File: config.mk
export PLATFORM = sky130hd
export DESIGN_NAME = axi_rdata_collector
export DESIGN_NICKNAME = d
export VERILOG_FILES = /design/src/rtl/axi_rdata_collector.sv
export SDC_FILE = /design/constraint.sdc
export NUM_CORES = 1
export LEC_CHECK = 0
export BUFFER_PORTS_ARGS = -buffer_cell sky130_fd_sc_hd__buf_2
export CELL_PAD_IN_SITES_DETAIL_PLACEMENT = 2
export CELL_PAD_IN_SITES_GLOBAL_PLACEMENT = 2
export CORE_ASPECT_RATIO = 1.4
export CORE_MARGIN = 8
export CORE_UTILIZATION = 48
export CTS_BUF_LIST = sky130_fd_sc_hd__clkbuf_4 sky130_fd_sc_hd__clkbuf_8
export DETAILED_ROUTE_END_ITERATION = 8
export GPL_TIMING_DRIVEN = 0
export HOLD_SLACK_MARGIN = 0.15
export PLACE_DENSITY_LB_ADDON = 0.1
export SLEW_MARGIN = 15
export SYNTH_ARGS = -nofsm -noshare
export SYNTH_HDL_FRONTEND = slang
export SYNTH_SLANG_ARGS = --single-unit
File: constraint.sdc
create_clock -name ACLK -period 3.8 [get_ports ACLK]
set_input_delay 0.76 -clock ACLK [delete_from_list [all_inputs] [get_ports ACLK]]
set_output_delay 0.76 -clock ACLK [all_outputs]
set_load 0.05 [all_outputs]
File: src/rtl/axi_rdata_collector.sv
// R-channel collector: buffers read beats per RID, presents completed bursts
// to the device side and exposes their words through a random-access port.

module axi_rdata_ctx #(
   parameter int DATA_W    = 32,
   parameter int MAX_BEATS = 16,
   parameter int CNT_W     = 5,
   parameter int IDX_W     = 4
) (
   input  logic                              ACLK,
   input  logic                              ARESETn,
   input  logic                              we,
   input  logic                              last,
   input  logic                              rel,
   input  logic [DATA_W-1:0]                 wdata,
   input  logic [1:0]                        wresp,
   output logic                              complete,
   output logic                              cmp_nxt,
   output logic [CNT_W-1:0]                  cnt_nxt,
   output logic [1:0]                        resp_nxt,
   output logic [MAX_BEATS-1:0][DATA_W-1:0]  words
);
   typedef enum logic [1:0] {EMPTY, FILLING, COMPLETE} ctx_st_e;
   localparam logic [CNT_W-1:0] MAXC = CNT_W'(MAX_BEATS);

   ctx_st_e          st, st_n;
   logic [CNT_W-1:0] cnt, cnt_n;
   logic [1:0]       resp, resp_n;
   logic             ovf, ovf_n;

   // Next state is exported so the top can register done_* without a cycle of lag.
   always_comb begin
      st_n   = st;
      cnt_n  = cnt;
      resp_n = resp;
      ovf_n  = ovf;
      if (rel) begin
         st_n   = EMPTY;
         cnt_n  = '0;
         resp_n = '0;
         ovf_n  = 1'b0;
      end else if (we) begin
         if (cnt < MAXC) cnt_n = cnt + 1'b1;
         else            ovf_n = 1'b1;
         if (st == EMPTY)        resp_n = wresp;
         else if (wresp > resp)  resp_n = wresp;
         st_n = last ? COMPLETE : FILLING;
      end
   end

   always_ff @(posedge ACLK or negedge ARESETn) begin
      if (!ARESETn) begin
         st   <= EMPTY;
         cnt  <= '0;
         resp <= '0;
         ovf  <= 1'b0;
      end else begin
         st   <= st_n;
         cnt  <= cnt_n;
         resp <= resp_n;
         ovf  <= ovf_n;
      end
   end

   always_ff @(posedge ACLK) begin
      if (we && (cnt < MAXC)) words[cnt[IDX_W-1:0]] <= wdata;
   end

   assign complete = (st == COMPLETE);
   assign cmp_nxt  = (st_n == COMPLETE);
   assign cnt_nxt  = cnt_n;
   assign resp_nxt = ovf_n ? 2'b10 : resp_n;
endmodule

module axi_rdata_collector #(
   parameter int DATA_W    = 32,
   parameter int ID_W      = 1,
   parameter int MAX_BEATS = 16
) (
   input  logic              ACLK,
   input  logic              ARESETn,
   input  logic [ID_W-1:0]   RID,
   input  logic [DATA_W-1:0] RDATA,
   input  logic [1:0]        RRESP,
   input  logic              RLAST,
   input  logic              RVALID,
   output logic              RREADY,
   output logic              done_valid,
   input  logic              done_ready,
   output logic [ID_W-1:0]   done_id,
   output logic [3:0]        done_len,
   output logic [1:0]        done_resp,
   input  logic [ID_W-1:0]   rd_id,
   input  logic [3:0]        rd_idx,
   output logic [DATA_W-1:0] rd_data
);
   localparam int NCTX  = 1 << ID_W;
   localparam int CNT_W = $clog2(MAX_BEATS + 1);
   localparam int IDX_W = $clog2(MAX_BEATS);

   logic [1:0]                                   rst_q;
   logic                                         acc;
   logic [NCTX-1:0]                              complete, cmp_nxt;
   logic [NCTX-1:0][CNT_W-1:0]                   cnt_nxt;
   logic [NCTX-1:0][1:0]                         resp_nxt;
   logic [NCTX-1:0][MAX_BEATS-1:0][DATA_W-1:0]   words;
   logic                                         sel_v;
   logic [ID_W-1:0]                              sel_id;
   logic [3:0]                                   sel_len;
   logic [1:0]                                   sel_resp;

   always_ff @(posedge ACLK or negedge ARESETn) begin
      if (!ARESETn) rst_q <= '0;
      else          rst_q <= {rst_q[0], 1'b1};
   end

   assign RREADY = rst_q[1] & ~complete[RID];
   assign acc    = RVALID & RREADY;

   for (genvar g = 0; g < NCTX; g++) begin : g_ctx
      axi_rdata_ctx #(
         .DATA_W(DATA_W), .MAX_BEATS(MAX_BEATS), .CNT_W(CNT_W), .IDX_W(IDX_W)
      ) u_ctx (
         .ACLK     (ACLK),
         .ARESETn  (ARESETn),
         .we       (acc && (RID == ID_W'(g))),
         .last     (RLAST),
         .rel      (done_valid && done_ready && (done_id == ID_W'(g))),
         .wdata    (RDATA),
         .wresp    (RRESP),
         .complete (complete[g]),
         .cmp_nxt  (cmp_nxt[g]),
         .cnt_nxt  (cnt_nxt[g]),
         .resp_nxt (resp_nxt[g]),
         .words    (words[g])
      );
   end

   // Fixed priority: descending scan leaves the lowest complete ID selected.
   always_comb begin
      sel_v    = 1'b0;
      sel_id   = '0;
      sel_len  = '0;
      sel_resp = '0;
      for (int i = NCTX - 1; i >= 0; i--) begin
         if (cmp_nxt[i]) begin
            sel_v    = 1'b1;
            sel_id   = ID_W'(i);
            sel_len  = 4'(cnt_nxt[i] - 1'b1);
            sel_resp = resp_nxt[i];
         end
      end
   end

   // A presented burst is held until released, even if a lower ID completes meanwhile.
   always_ff @(posedge ACLK or negedge ARESETn) begin
      if (!ARESETn) begin
         done_valid <= 1'b0;
         done_id    <= '0;
         done_len   <= '0;
         done_resp  <= '0;
      end else if (!(done_valid && !done_ready)) begin
         done_valid <= sel_v;
         done_id    <= sel_id;
         done_len   <= sel_len;
         done_resp  <= sel_resp;
      end
   end

   assign rd_data = words[rd_id][rd_idx[IDX_W-1:0]];
endmodule

==> results of run 1 <==
area by class of cell:
class | instances | area share [%]
inverters | 20 | 0.1588
clock buffers | 206 | 5.414
repair buffers | 164 | 3.443
clock inverters | 77 | 0.9871
diodes | 2 | 0.01059
plain buffers | 79 | 1.657
well taps | 1088 | 2.879
flip-flops and latches | 1054 | 66.62
multi-input cells | 536 | 18.83
synthesized netlist by cell type (all sizes together):
cell,count
a221o,1
nand4,3
buf,41
o21ai,4
mux2i,4
xnor2,5
o22ai,1
o21a,5
nor4,3
edfxtp,1024
mux2,32
and3b,1
and3,3
a21o,1
or4,1
a21oi,15
nand2,29
o221ai,4
nor2,37
a31o,2
o211a,1
a211oi,1
or3,1
clkbuf,38
o31ai,3
nand3b,3
nand2b,6
ha,16
and2,4
dfrtp,30
o21bai,1
nor3b,1
inv,20
or2,1
a311oi,1
nand3,5
mux4,320
nor2b,4
nor3,15
conb,1
o311ai,1
per-stage QoR:
step	hold WS [ns]	TNS (ns)	utilization, %
finish	0.2709	0	56.27
global placement	0.3332	-2308.80	50.46
CTS	0.1932	-0.09356	56.10
global route	0.2426	0	56.26
detailed placement	0.3524	-37.08	52.03
floorplan	0.3312	-121.74	-
worst max-delay path, cell delays in order:
cell      delay [ns]
clkbuf_2        0.35
clkbuf_4        0.41
mux4_2          0.38
mux4_2          0.56
mux2_2          0.32
buf_2           0.22
cell usage in the layout (no fill, tap or decap), drive strengths merged, types with 2 or more instances in the layout:
cell type	netlist	layout
o221ai	4	4
nor2b	4	4
mux2	32	32
nor4	3	3
nand2b	6	6
mux2i	4	4
buf	41	202
clkinvlp	0	7
o21a	5	5
nor2	37	37
a31o	2	2
and2	4	4
edfxtp	1024	1024
diode	0	2
inv	20	21
nand4	3	3
bufinv	0	5
dfrtp	30	30
clkinv	0	64
nand3b	3	3
nand3	5	5
mux4	320	320
ha	16	16
nand2	29	29
a21oi	15	15
xnor2	5	5
and3	3	3
o21ai	4	4
o31ai	3	3
clkbuf	38	244
nor3	15	15
per-layer routing:
| metal | track usage, % | vias to the layer above |
|---|---|---|
| met3 | 5.854 | 242 |
| li1 | - | 7917 |
| met5 | 0 | - |
| met4 | 10.78 | 0 |
| met1 | 33.93 | 11240 |
| met2 | 48.36 | 985 |
final timing paths:
check	end	start	slack (ns)
max	rd_data[21]	rd_idx[0]	0.03
max in group asynchronous	g_ctx[0].u_ctx.cnt[4]$_DFFE_PN0P_	ARESETn	2.80
min	g_ctx[1].u_ctx.st[1]$_DFF_PN0_	RLAST	0.27
max reg2reg	g_ctx[0].u_ctx.words[441]$_DFFE_PP_	rst_q[1]$_DFF_PN0_	0.24
min in group asynchronous	g_ctx[1].u_ctx.cnt[3]$_DFF_PN0_	ARESETn	0.54
min reg2reg	rst_q[1]$_DFF_PN0_	rst_q[0]$_DFF_PN0_	0.37
kinds of logic after synthesis:
group	count (synthesis)	synth area share [%]
compound gates	41	0.6747
xor+xnor	5	0.1078
fa+ha+maj	16	0.4929
buf+inv	99	1.075
flops	1054	77.56
mux	356	18.73
other cells	1	0.009233
simple gates	117	1.355
power by group:
group	internal (µW)	switching, µW	leakage (µW)
logic	839	1560	0.00404
registers	13000	132	0.00960
clock network	4730	4610	0.00157
total	18600	6310	0.0152
sequential cells by signal (all words and copies together) (netlist names):
register,cells
rst_q,2
g_ctx.u_ctx.ovf,2
done_valid,1
done_resp,2
g_ctx.u_ctx.resp,4
g_ctx.u_ctx.words,1024
g_ctx.u_ctx.st,4
done_id,1
done_len,4
g_ctx.u_ctx.cnt,10
what timing repair did:
| action | 4_1_cts | 5_1_grt |
|---|---|---|
| hold buffers | 1 | 0 |
| cloned | 1 | 1 |
| buffers inserted | 0 | 6 |
| gates resized for setup | 133 | 30 |
| setup endpoints to repair | 32 | 32 |
| endpoints found under the hold margin | 30 | 0 |
==> impl_metrics.py, run 1 <==
metrics = {
    "sta": {
        "hold_viol": 0,
        "max_freq_mhz": 265.3,
        "period_needed_ns": 3.770,
        "setup_viol": 0,
        "min_period_over_period_pct": 99.20,
        "finalWorstSetupSlack_ns": 0.03041,
        "slew_violations": 0,
        "rsz0062_at_grt": "false",
        "worst_slew_pin_slew_ns": 1.180,
        "clock_skew_ns": 0.03887,
        "slew_headroom_pct": 21.30,
    },
    "detailed_routing": {
        "drc": 0,
        "detail_route.iter0.violations": 2211,
        "wl_met3_um": 8625,
        "vias": 20380,
        "postRouteWirelength_um": 129700,
        "via_per_inst": 6.318,
        "routedWlPerCell_um": 40.22,
        "dr_wl_met2_um": 68480,
        "met1_length_um": 48030,
        "drt_first_pass_iters": 8,
        "drtAntennaViolNets": 0,
        "route.top_layer_used": "met4",
    },
    "finish": {
        "multi_input_area_um2": 8901,
        "layout.cells.non_filler": 3226,
        "seq_area_um2": 31500,
        "drive_above_1_share_pct": 39.84,
        "fillCellCount": 6798,
        "nNetsFinal": 2074,
        "area_growth_pct": 16.41,
        "stdcell_area_um2": 47280,
    },
    "die": {
        "rows": 126,
        "die_w_um": 261.8,
        "initial_core_util_pct": 48.34,
        "ios": 86,
        "dieHeight_um": 360.2,
        "core_area_um2": 84030,
        "dieArea_um2": 94310,
    },
    "global_route": {
        "grt_overflow": 0,
        "grt_pass1_wl_um": 179200,
        "grt_pass1_vias": 22760,
        "antenna_found_initial": 3,
        "grt_use_total_pct": 27.86,
        "grt_max_degree": 33,
    },
    "worst_hold_path": {
        "hold_path_depth": 3,
        "min_path_type": "input pin to flop",
    },
    "critical_path": {
        "ff2ff_path_depth": 7,
        "crit_arrival_ns": 3.01,
        "crit_type": "input pin to output port",
        "cp_max_fo": 10,
        "start_kind": "input pin",
        "required_ns": 3.04,
        "worstSetupEndpointType": "output port",
    },
    "placement": {
        "dpl.cell_count": 2932,
        "pre_cts_slack_ns": -1.020,
        "place_area_um2": 43720,
        "numPortBuffers": 80,
        "finalWeightedCongestion": 0.7237,
        "dpl.hpwl_um": 80980,
    },
    "power": {
        "power.density_nw_per_um2": 526.3,
        "cellLeakagePower_uw": 0.01521,
        "ir_drop_uv": 456.0,
        "finalPower_uw": 24880,
    },
    "cts": {
        "cts_made_buffers": 158,
        "clock_sinks": 1054,
        "clkLatencyLatePin_ns": 0.81,
        "cts_tree": "built",
        "clock_path_buffers": 3,
        "cts.reportedPaths.clkPinSlew_ns": 0.07,
        "ctsRootBufferMaster": "clkbuf_8",
        "htreeDepth": 4,
    },
    "synth": {
        "synth_nets": 1750,
        "synth_seq_area_share_pct": 77.56,
        "synthDistinctLibCells": 44,
        "synth_cells": 1689,
        "syn_area_per_cell_um2": 24.05,
        "synth.top_cell.area_share_pct": 75.71,
        "yosysWarnings": 0,
        "ys_ff_latch": 1054,
        "synthTopCellsByArea": "edfxtp_1, mux4_2, dfrtp_1, mux2_2, ha_1",
        "synthesis.area_um2": 40620,
        "netlist.top_cell.by_area": "edfxtp_1",
    },
    "run_status": {
        "status": "finished, final reports clean",
    },
    "job": {
        "maxCapViolCount": 0,
    },
}
Power figures use the tool's default switching activity.
==> run 2, diff against run 1 <==
--- a/config.mk
+++ b/config.mk
@@ -10,7 +10,7 @@
 export CELL_PAD_IN_SITES_GLOBAL_PLACEMENT = 2
 export CORE_ASPECT_RATIO = 1.4
 export CORE_MARGIN = 8
-export CORE_UTILIZATION = 48
+export CORE_UTILIZATION = 41
 export CTS_BUF_LIST = sky130_fd_sc_hd__clkbuf_4 sky130_fd_sc_hd__clkbuf_8
 export DETAILED_ROUTE_END_ITERATION = 8
 export GPL_TIMING_DRIVEN = 0
==> impl_metrics.py, run 2 (synthesis results as in run 1) <==
metrics = {
    "die": {
        "dieHeight_um": 388.4,
        "core_area_um2": 98180,
        "die_w_um": 282.0,
        "dieArea_um2": 109500,
        "rows": 136,
        "initial_core_util_pct": 41.37,
        "ios": 86,
    },
    "finish": {
        "fin_util_pct": 48.67,
        "largest_register_ff_count": 1024,
        "stdcell_area_um2": 47790,
        "final_common_cell": "edfxtp_1",
        "nNetsFinal": 2076,
        "drive_above_1_share_pct": 40.52,
        "layout.cells.non_filler": 3454,
        "final_cell_mix": "edfxtp_1, mux4_2, clkbuf_8",
        "area_growth_pct": 17.65,
    },
    "placement": {
        "pre_cts_slack_ns": -1.094,
        "numPortBuffers": 80,
        "place_area_um2": 44120,
        "dpl.hpwl_um": 76720,
        "finalWeightedCongestion": 0.7248,
        "dpl.cell_count": 3157,
    },
    "sta": {
        "min_period_over_period_pct": 99.62,
        "period_needed_ns": 3.786,
        "worst_slew_pin_slew_ns": 1.056,
        "slew_headroom_pct": 29.61,
        "setup_viol": 0,
        "max_freq_mhz": 264.2,
        "clock_skew_ns": 0.02980,
        "finalWorstSetupSlack_ns": 0.01439,
        "slew_violations": 0,
        "rsz0062_at_grt": "false",
        "hold_viol": 0,
    },
    "global_route": {
        "grt_pass1_wl_um": 163800,
        "use_met3_pct": 4.312,
        "met1_usage_pct": 26.42,
        "grt_overflow": 0,
        "grt_use_total_pct": 21.39,
        "grt_pass1_vias": 22100,
        "grt_max_degree": 33,
        "antenna_found_initial": 1,
        "grt-busiest-layer": "met2",
        "grt_use_met2_pct": 37.91,
    },
    "cts": {
        "clkLatencyLatePin_ns": 0.86,
        "cts_tree": "built",
        "clock_path_buffers": 3,
        "htreeDepth": 4,
        "clock_sinks": 1054,
        "ctsRootBufferMaster": "clkbuf_8",
        "cts_made_buffers": 164,
        "cts.reportedPaths.clkPinSlew_ns": 0.06,
    },
    "run_status": {
        "status": "finished, final reports clean",
    },
    "detailed_routing": {
        "routedWlPerCell_um": 33.52,
        "drc": 0,
        "vias": 19440,
        "postRouteWirelength_um": 115800,
        "drtAntennaViolNets": 0,
        "via_per_inst": 5.629,
        "drt_first_pass_iters": 7,
        "detail_route.iter0.violations": 1567,
    },
    "power": {
        "cellLeakagePower_uw": 0.01534,
        "power.density_nw_per_um2": 520.5,
        "ir_drop_uv": 373.6,
    },
    "critical_path": {
        "crit_arrival_ns": 3.03,
        "cp_slowest_cell": "clkbuf_1",
        "crit_type": "input pin to output port",
        "start_kind": "input pin",
        "crit_top_cell": "mux4_2",
        "max_stage_delay_ns": 0.76,
        "crit_chain": "clkbuf_1 -> mux4_2 -> mux4_2 -> mux2_2 -> buf_2",
        "required_ns": 3.04,
        "cp_max_fo": 10,
        "worstSetupEndpointType": "output port",
    },
    "job": {
        "maxCapViolCount": 0,
    },
    "worst_hold_path": {
        "min_path_type": "input pin to flop",
    },
}
==> run 2: changes by cell type in the layout (fill, tap and decap cells not counted), moves of 2 or more <==
cell             delta
clkbuf_4           +16
clkinv_1           -12
buf_16             +10
clkbuf_8            +9
buf_4               -7
buf_12              -6
buf_2               -5
buf_6               +5
buf_8               -4
clkinvlp_4          -4
clkdlybuf4s15_2     +3
inv_6               +3
bufinv_16           -2
==> run 2: area by class of cell <==
type	count	area, µm²
plain buffers	79	805.8
multi-input cells	536	8901
clock buffers	230	2796
inverters	20	75.07
fillers	8557	50400
diodes	1	2.502
clock inverters	63	369.1
well taps	1311	1640
flip-flops and latches	1054	31500
repair buffers	160	1695
==> run 2: routing by layer <==
layer	routed length (µm)	share of wire, %
met1	45870	40
met2	61830	53
met3	5402	4.7
met4	2660	2.3
met5	0	0
==> run 2: power breakdown <==
part / internal [µW] / switching, µW / total, µW
logic: 837 / 1520 / 2360
registers: 13000 / 120 / 13100
clock network: 4950 / 4440 / 9380
total: 18800 / 6080 / 24900
==> run 2: final timing paths <==
check                                   start                                   to  cells past startpoint  slack [ns]
max in group asynchronous             ARESETn         g_ctx[1].u_ctx.ovf$_DFF_PN0_                      2        2.80
min                                  RRESP[0]     g_ctx[0].u_ctx.resp[0]$_DFF_PN0_                      3        0.26
max                                 rd_idx[0]                           rd_data[9]                      5        0.01
min in group asynchronous             ARESETn      g_ctx[1].u_ctx.cnt[2]$_DFF_PN0_                      2        0.52
min reg2reg                rst_q[0]$_DFF_PN0_                   rst_q[1]$_DFF_PN0_                      0        0.35
max reg2reg                rst_q[1]$_DFF_PN0_  g_ctx[0].u_ctx.words[248]$_DFFE_PP_                      7        0.38
==> run 2: stage by stage <==
stage / hold slack [ns] / setup TNS, ns / power (µW)
global placement: 0.3373 / -2369.93 / 15540
floorplan: 0.3312 / -121.74 / 14770
global route: 0.2298 / 0 / 25750
CTS: 0.1639 / -0.006561 / 25220
finish: 0.2624 / 0 / 24870
detailed placement: 0.3395 / -34.64 / 15730
==> run 2: critical path, delay by kind of cell <==
kind / cells / cell delay, ns
buffers and inverters: 2 / 0.97
multiplexers: 3 / 1.27
==> run 2: what timing repair did <==
item	in CTS	in global routing
setup buffers	0	0
setup endpoints to repair	32	8
hold buffers	2	0
gates resized for setup	154	6
gates cloned	1	0
hold endpoints to repair	31	0
==> run 3, diff against run 2 <==
--- a/config.mk
+++ b/config.mk
@@ -10,7 +10,7 @@
 export CELL_PAD_IN_SITES_GLOBAL_PLACEMENT = 2
 export CORE_ASPECT_RATIO = 1.4
 export CORE_MARGIN = 8
-export CORE_UTILIZATION = 41
+export CORE_UTILIZATION = 25
 export CTS_BUF_LIST = sky130_fd_sc_hd__clkbuf_4 sky130_fd_sc_hd__clkbuf_8
 export DETAILED_ROUTE_END_ITERATION = 8
 export GPL_TIMING_DRIVEN = 0
==> impl_metrics.py, run 3 (synthesis results as in run 1) <==
metrics = {
    "global_route": {
        "grt_pass1_vias": 22510,
        "grt_use_total_pct": 14.50,
        "grt_max_degree": 33,
        "antenna_found_initial": 6,
        "grt_pass1_wl_um": 177800,
        "grt_overflow": 0,
    },
    "finish": {
        "drive_above_1_share_pct": 41.24,
        "area_growth_pct": 21.47,
        "fin_util_pct": 30.49,
        "nNetsFinal": 2111,
        "final_common_cell": "edfxtp_1",
        "final_cell_mix": "edfxtp_1, mux4_2, clkbuf_8",
        "stdcell_area_um2": 49340,
        "layout.cells.non_filler": 4324,
        "largest_register_ff_count": 1024,
    },
    "sta": {
        "rsz0062_at_grt": "false",
        "min_period_over_period_pct": 99.39,
        "period_needed_ns": 3.777,
        "slew_violations": 0,
        "max_freq_mhz": 264.8,
        "setup_viol": 0,
        "finalWorstSetupSlack_ns": 0.02336,
        "clock_skew_ns": 0.04006,
        "holdWs_ns": 0.3537,
        "slew_headroom_pct": 26.90,
        "hold_viol": 0,
        "worst_slew_pin_slew_ns": 1.096,
    },
    "critical_path": {
        "crit_arrival_ns": 3.02,
        "worstSetupEndpointType": "output port",
        "cp_max_fo": 6,
        "r2r-end": "g_ctx[0].u_ctx.words[447]$_DFFE_PP_",
        "required_ns": 3.04,
        "start_kind": "input pin",
        "reg2reg_slack_ns": 0.51,
        "crit_type": "input pin to output port",
        "r2r-start": "rst_q[1]$_DFF_PN0_",
        "ff2ff_path_depth": 7,
    },
    "worst_hold_path": {
        "min_path_type": "flop to flop",
        "hold_path_depth": 0,
        "min_from": "rst_q[0]$_DFF_PN0_",
        "min_to": "rst_q[1]$_DFF_PN0_",
    },
    "die": {
        "ios": 86,
        "core_area_um2": 161800,
        "die_w_um": 356.7,
        "dieArea_um2": 175800,
        "dieHeight_um": 492.9,
        "rows": 175,
        "initial_core_util_pct": 25.10,
    },
    "cts": {
        "post_cts_buffers": 0,
        "cts_tree": "built",
        "cts.reportedPaths.clkPinSlew_ns": 0.06,
        "ctsRootBufferMaster": "clkbuf_8",
        "clock_sinks": 1054,
        "clock_path_buffers": 3,
        "clkLatencyLatePin_ns": 0.88,
        "htreeDepth": 4,
        "cts_made_buffers": 178,
    },
    "placement": {
        "place_area_um2": 45370,
        "finalWeightedCongestion": 0.6795,
        "dpl.hpwl_um": 86410,
        "numPortBuffers": 80,
        "pre_cts_slack_ns": -1.101,
        "dpl.cell_count": 3987,
    },
    "detailed_routing": {
        "via_per_inst": 4.498,
        "drc": 0,
        "drt_first_pass_iters": 5,
        "drtAntennaViolNets": 0,
        "detail_route.iter0.violations": 1202,
        "postRouteWirelength_um": 127000,
        "routedWlPerCell_um": 29.37,
        "vias": 19450,
    },
    "power": {
        "internal-power_uw": 18970,
        "p_clk_share_pct": 38.6,
        "comb_power_share_pct": 9.7,
        "ir_drop_uv": 312.6,
        "power.density_nw_per_um2": 514.6,
        "swShare_pct": 25.28,
        "cellLeakagePower_uw": 0.01561,
        "seq_power_share_pct": 51.7,
        "p_sw_uw": 6418,
    },
    "run_status": {
        "status": "finished, final reports clean",
    },
    "job": {
        "maxCapViolCount": 0,
    },
}
run 3: final cells by class:
type | instances | area [µm²]
fillers | 15980 | 112500
plain buffers | 79 | 808.3
diodes | 3 | 7.507
clock inverters | 89 | 437.9
flip-flops and latches | 1054 | 31500
well taps | 2124 | 2658
clock buffers | 238 | 2938
multi-input cells | 536 | 8905
repair buffers | 181 | 2007
inverters | 20 | 75.07
run 3: power by group through the flow:
stage	registers [µW]	logic [µW]	clock network [µW]
3_3_place_gp	13400	2320	0
3_5_place_dp	13400	2490	0
2_1_floorplan	13500	1310	0
5_1_grt	13100	2690	10700
4_1_cts	13100	2580	10300
6_report	13100	2470	9790
run 3: per-stage QoR:
| step | total power [µW] | setup TNS, ns |
|---|---|---|
| final | 25390 | 0 |
| after global routing | 26530 | 0 |
| after CTS | 25970 | 0 |
| after detailed placement | 15860 | -35.15 |
| after global placement | 15690 | -2956.71 |
| after floorplan | 14770 | -121.74 |
run 3: worst max-delay path by stage:
stage | cells after the start | startpoint | endpoint
2_1_floorplan | 4 | RID | g_ctx[0].u_ctx.words[224]$_DFFE_PP_
3_3_place_gp | 5 | RID | g_ctx[0].u_ctx.words[450]$_DFFE_PP_
3_5_place_dp | 6 | rd_idx[0] | rd_data[22]
4_1_cts | 7 | rd_id | rd_data[6]
5_1_grt | 7 | rd_id | rd_data[6]
6_report | 7 | rd_id | rd_data[12]
run 3: layer usage:
metal	GRT usage, %	up-vias	part of all wire (%)
met2	25.91	378	53
met1	18.07	10870	42
met4	3.751	2	2.0
met3	2.587	176	3.4
li1	-	8027	-
met5	0	-	0.0094
run 3: worst max-delay path: stages:
cell	delay, ns
buf_6	0.19
buf_16	0.18
bufbuf_16	0.29
mux4_2	0.50
mux4_2	0.54
mux2_2	0.28
buf_2	0.23
run 3: repair_timing:
item                                    CTS  global route
endpoints found under the setup margin   32            11
cloned                                    3             0
gates resized for setup                 158            11
hold endpoints to repair                 34             0
hold buffers                              4             0
